--- src/rtl/stream_mux.sv ---
// -----------------------------------------------------------------------------
// stream_mux
//
// N-to-1 stream multiplexer with a one-entry registered output stage.
// Each input channel and the output use a valid/ready handshake. The channel
// is chosen either by the external select (fixed mode) or by a rotating
// round-robin pointer that starts its search just after the last winner.
//
// Parameters
//   WIDTH       data bits per channel (>= 1)
//   CHANNELS    number of input channels (>= 2)
//   SEL_WIDTH   select / pointer width, derived from CHANNELS
//   ROUND_ROBIN 0 = channel chosen by sel, 1 = round-robin (sel ignored)
//
// Ports
//   clk        rising-edge clock
//   rst_n      asynchronous active-low reset
//   in_data    packed channel data, channel i at [i*WIDTH +: WIDTH]
//   in_valid   per-channel valid
//   in_ready   per-channel ready (combinational, at most one bit set)
//   sel        channel select used in fixed mode
//   out_data   registered output data
//   out_valid  registered output valid
//   out_ready  consumer ready
// -----------------------------------------------------------------------------
module stream_mux #(
    parameter int WIDTH       = 8,
    parameter int CHANNELS    = 4,
    parameter int SEL_WIDTH   = $clog2(CHANNELS),
    parameter int ROUND_ROBIN = 0
) (
    input  logic                      clk,
    input  logic                      rst_n,
    input  logic [CHANNELS*WIDTH-1:0] in_data,
    input  logic [CHANNELS-1:0]       in_valid,
    output logic [CHANNELS-1:0]       in_ready,
    input  logic [SEL_WIDTH-1:0]      sel,
    output logic [WIDTH-1:0]          out_data,
    output logic                      out_valid,
    input  logic                      out_ready
);

    logic                 r_out_valid;
    logic [WIDTH-1:0]     r_out_data;
    logic [SEL_WIDTH-1:0] r_rr_ptr;

    logic                 w_load_en;
    logic                 w_fx_valid;
    logic                 w_rr_valid;
    logic [SEL_WIDTH-1:0] w_rr_grant;
    logic                 w_grant_valid;
    logic [SEL_WIDTH-1:0] w_grant;
    logic [WIDTH-1:0]     w_grant_data;
    logic [CHANNELS-1:0]  w_in_ready;
    logic                 w_xfer;
    logic [SEL_WIDTH-1:0] w_ptr_next;

    // The stage can take a word when empty or when it is being drained now.
    assign w_load_en = !r_out_valid || out_ready;

    // Fixed-mode grant: sel must name an existing channel that is valid.
    // Comparing against each channel index keeps out-of-range selects from
    // ever indexing past in_valid.
    always_comb begin
        w_fx_valid = 1'b0;
        for (int i = 0; i < CHANNELS; i++) begin
            if ((int'(sel) == i) && in_valid[i]) begin
                w_fx_valid = 1'b1;
            end else begin
                w_fx_valid = w_fx_valid;
            end
        end
    end

    // Round-robin grant: first valid channel at or after the pointer,
    // wrapping. Scanning offsets from the far end down lets the nearest
    // valid channel be the last (winning) assignment.
    always_comb begin
        int idx;
        w_rr_valid = 1'b0;
        w_rr_grant = '0;
        idx        = 0;
        for (int k = CHANNELS - 1; k >= 0; k--) begin
            idx = (int'(r_rr_ptr) + k) % CHANNELS;
            if (in_valid[idx]) begin
                w_rr_valid = 1'b1;
                w_rr_grant = idx[SEL_WIDTH-1:0];
            end else begin
                w_rr_valid = w_rr_valid;
            end
        end
    end

    // Pick the arbitration result for the configured mode.
    always_comb begin
        if (ROUND_ROBIN != 0) begin
            w_grant       = w_rr_grant;
            w_grant_valid = w_rr_valid;
        end else begin
            w_grant       = sel;
            w_grant_valid = w_fx_valid;
        end
    end

    // Route the granted channel's data and raise its ready bit only.
    always_comb begin
        w_grant_data = '0;
        w_in_ready   = '0;
        for (int i = 0; i < CHANNELS; i++) begin
            if (int'(w_grant) == i) begin
                w_grant_data  = in_data[i*WIDTH +: WIDTH];
                w_in_ready[i] = w_load_en && w_grant_valid;
            end else begin
                w_in_ready[i] = 1'b0;
            end
        end
    end

    assign w_xfer = w_load_en && w_grant_valid;

    // Pointer successor of the winner, wrapping at CHANNELS (not 2**SEL_WIDTH).
    always_comb begin
        if (int'(w_grant) == (CHANNELS - 1)) begin
            w_ptr_next = '0;
        end else begin
            w_ptr_next = w_grant + SEL_WIDTH'(1);
        end
    end

    // Output stage: load on transfer, empty on drain, hold on stall.
    always_ff @(posedge clk or negedge rst_n) begin
        if (!rst_n) begin
            r_out_valid <= 1'b0;
            r_out_data  <= '0;
        end else if (w_xfer) begin
            r_out_valid <= 1'b1;
            r_out_data  <= w_grant_data;
        end else if (out_ready) begin
            r_out_valid <= 1'b0;
        end else begin
            r_out_valid <= r_out_valid;
        end
    end

    // Round-robin pointer moves past the winner of each transfer.
    always_ff @(posedge clk or negedge rst_n) begin
        if (!rst_n) begin
            r_rr_ptr <= '0;
        end else if (w_xfer) begin
            r_rr_ptr <= w_ptr_next;
        end else begin
            r_rr_ptr <= r_rr_ptr;
        end
    end

    assign in_ready  = w_in_ready;
    assign out_data  = r_out_data;
    assign out_valid = r_out_valid;

endmodule

--- config.mk ---
export PLATFORM = sky130hd
export DESIGN_NAME = stream_mux
export DESIGN_NICKNAME = d
export VERILOG_FILES = /design/src/rtl/stream_mux.sv
export SDC_FILE = /design/constraint.sdc
export NUM_CORES = 1
export LEC_CHECK = 0
export CAP_MARGIN = 20
export CORE_MARGIN = 2
export CORE_UTILIZATION = 32
export CTS_CLUSTER_DIAMETER = 80
export DETAILED_ROUTE_END_ITERATION = 6
export GPL_TIMING_DRIVEN = 0
export PLACE_DENSITY_LB_ADDON = 0.15
export SYNTH_ARGS = -nofsm -noshare
export SYNTH_HDL_FRONTEND = slang
export SYNTH_SLANG_ARGS = --single-unit
--- constraint.sdc ---
create_clock -name clk -period 1.5 [get_ports clk]
set_input_delay 0.3 -clock clk [delete_from_list [all_inputs] [get_ports clk]]
set_output_delay 0.3 -clock clk [all_outputs]
set_load 0.05 [all_outputs]
==> results.md <==
- CP Class: reg -> out
- Post-DRT Antenna Nets: 0
- Skew final: 0.00252 ns
- Commonest cells post-synth: 9 x dfrtp_1, 9 x mux2_4, 4 x mux4_1, 4 x mux4_2, 3 x nand2_1
- Gate count after technology mapping: 43
- RSZ-0062 raised after global routing: true
- Overflow after GRT: 0
- Sequential share of power: 29.0%
- Switching share of total power: 39.7%
- Routed via count: 592
- CTS tree: done
- Fmax: 641 MHz
- Die X: 50.0 um
- # IOs: 54
- Power per Cell Area: 883 nW/um^2
- Footprint of the multi-input gates: 468 sq um
- Total GRT Usage: 15.5%
- Hold crit path type: in -> async
- DRC: 0
- Post-synth top area share: 33.2%
- WL final: 1740 um
- Longest Clk Path Bufs: 2
- Setup slack after layout: -0.0597 ns
- Failing checks: negative setup slack
- Startpoint Class: register
- Drt initial violations: 0
- CTS buffer count: 3
- NetSw: 466 uW
- Die ar.: 2500 sq um
- R2R Setup Slk: 0 ns
- Cts hold-fix bufs: 0
- Critical Path Sink Type: primary output
- Share of total power in combinational logic: 55.9%
- Final nets: 142
- Area grow syn2layout: 95.9%
- Warnings from Yosys: 0
- Global-route wire length before repair: 2770 um
- Tmin final: 1.56 ns
- Register clock-pin slew on the reported worst setup and hold paths: 0.06 ns
- Global placement routability congestion: 0.701
- Synth top area cells: dfrtp_1 33%, mux2_4 20%, mux4_1 15%
- Mapped Nets: 84
- Reg area: 226 sq um
- Antenna Cells: 0
- Internal power: 708 uW
- Max-Cap Viols: 0
- Slew margin rel.: 66.9%
- Largest net degree at the start of global routing: 11
- # rows: 16
- Crit path required time: 1.20 ns
- Routed len/inst: 13.7 um
- Drt via density: 4.66
- Core area: 1980 sq um
- Total clock sinks: 9
- Netlist Area Pre-Place: 678 sq um
- Flops & latches, synth: 9
- Syn avg cell area: 15.8 sq um
- Ordered cell list for the critical path: or2b_4 > nand2_4 > nor3_4 > buf_6
- Static Leak: 0.000577 uW
- CTS Root Cell: clkbuf_4
- Top_reg_cell synth: dfrtp_1
- Metal-1 WL: 656 um
- PortBufs: 52
- Die H: 50.0 um
- Fillers: 146
- Highest metal layer with signal wires: met4
- Slowest CP cell: dfrtp_2
- Status: complete, but fails checks
- Vias in the first global route: 653
- VDD IR-drop max: 0.411 mV
- Max incr delay on CP: 0.40 ns
- Crit path max fanout: 3
- Metal3 WL: 123 um
- Worst-margin pin slew: 0.499 ns
- Post-synth EDFFs: 0
- Clock power frac: 15.1%
- Worst r2r path cells: 5
- Post-synthesis sequential area ratio: 33.2%
- Tcrit/Tclk final: 104%
- Post-synth cell types: 15
- Final setup violation count: 12
- Final core occ: 67.0%
- Final Hold Fails: 0
- H-tree depth: 1
- Post-synth ARST share: 100%
- Pins Over Slew Limit: 0
- Initial Utilization: 34.2%
- Initial antenna violation count: 0
- Layout cells sized above 1: 34.0%
- Drt pass-1 iters: 1
- Final HPWL DP: 1530 um
- Clock Latency Late Sink: 0.25 ns
- Crit path arrival time: 1.26 ns
- Area leader, netlist: dfrtp_1
- Met2 wire length: 942 um
- Worst hold margin: 0.326 ns
-- sequential cells by signal, summed over array words and instances, names as in the netlist --
name and cells:
out_valid 1, out_data 8
-- critical path: cells and delay by family (launching register included) --
family / cells / cell delay (ns)
AND/OR/NAND/NOR: 3 / 0.43
flip-flops: 1 / 0.40
buffers and inverters: 1 / 0.18
-- final timing paths --
check                                        startpoint                      end
worst min-delay path                              rst_n  out_data[2]$_DFFE_PN0P_
min in group clk                                 sel[1]    out_valid$_DFFE_PN0P_
worst min register to register  out_data[5]$_DFFE_PN0P_  out_data[5]$_DFFE_PN0P_
max in group asynchronous                         rst_n    out_valid$_DFFE_PN0P_
worst max-delay path              out_valid$_DFFE_PN0P_              in_ready[0]
worst max register to register    out_valid$_DFFE_PN0P_  out_data[4]$_DFFE_PN0P_
-- what timing repair did --
item,4_1_cts,5_1_grt
buffers inserted,1,0
gates resized for setup,50,1
pin swaps,2,0
setup endpoints to repair,22,12
-- power by group through the flow --
stage	clock [uW]	combinational (uW)	sequential [uW]
after CTS	190	661	341
after global placement	0	687	343
final	178	656	340
after global routing	199	685	348
after detailed placement	0	695	346
after floorplan	0	215	557
-- stage by stage --
stage / worst slack (ns) / instances / setup TNS, ns / instance area (sq um) / power [uW]
after floorplan: -0.105 / 43 / -1.04 / 722 / 773
after global placement: -1.08 / 122 / -10.79 / 1280 / 1030
after detailed placement: -1.08 / 122 / -11.01 / 1280 / 1040
after CTS: -0.0871 / 127 / -0.464 / 1330 / 1190
after global routing: -0.121 / 127 / -0.851 / 1330 / 1230
final: -0.0597 / 127 / -0.379 / 1330 / 1170
-- metal layers --
layer | vias to the layer above | track usage (%)
met2 | 34 | 27.2
met1 | 274 | 17.0
met4 | 0 | 9.72
met5 | - | 0
met3 | 2 | 2.73
li1 | 282 | -
-- final cells by class --
type,count,share of cell area (%)
inverter,2,0.565
clock buffer,4,1.98
multi-input combinational,29,35.2
tap,27,2.54
timing repair buffer,53,39.2
buffer,3,3.48
sequential,9,17.0
-- cell families (layout without fill, tap and decap cells) --
family / count (synthesis) / count (layout) / share of synthesized area, %
and+or+nand+nor: 9 / 9 / 7.38
AOI/OAI and AO/OA: 2 / 2 / 1.84
DFF: 9 / 9 / 33.2
muxes: 18 / 18 / 50.2
buffers and inverters: 5 / 62 / 7.38
-- cell usage in the layout (no fill, tap or decap), types with 2 or more instances in the layout --
cell,count
mux2_4,9
clkdlybuf4s50_1,33
nor2_4,2
nand2_1,2
inv_1,2
buf_6,6
clkbuf_4,3
mux4_2,4
nor3_4,2
dlygate4sd2_1,14
mux4_1,4
dfrtp_1,8
Power figures use the tool's default switching activity.
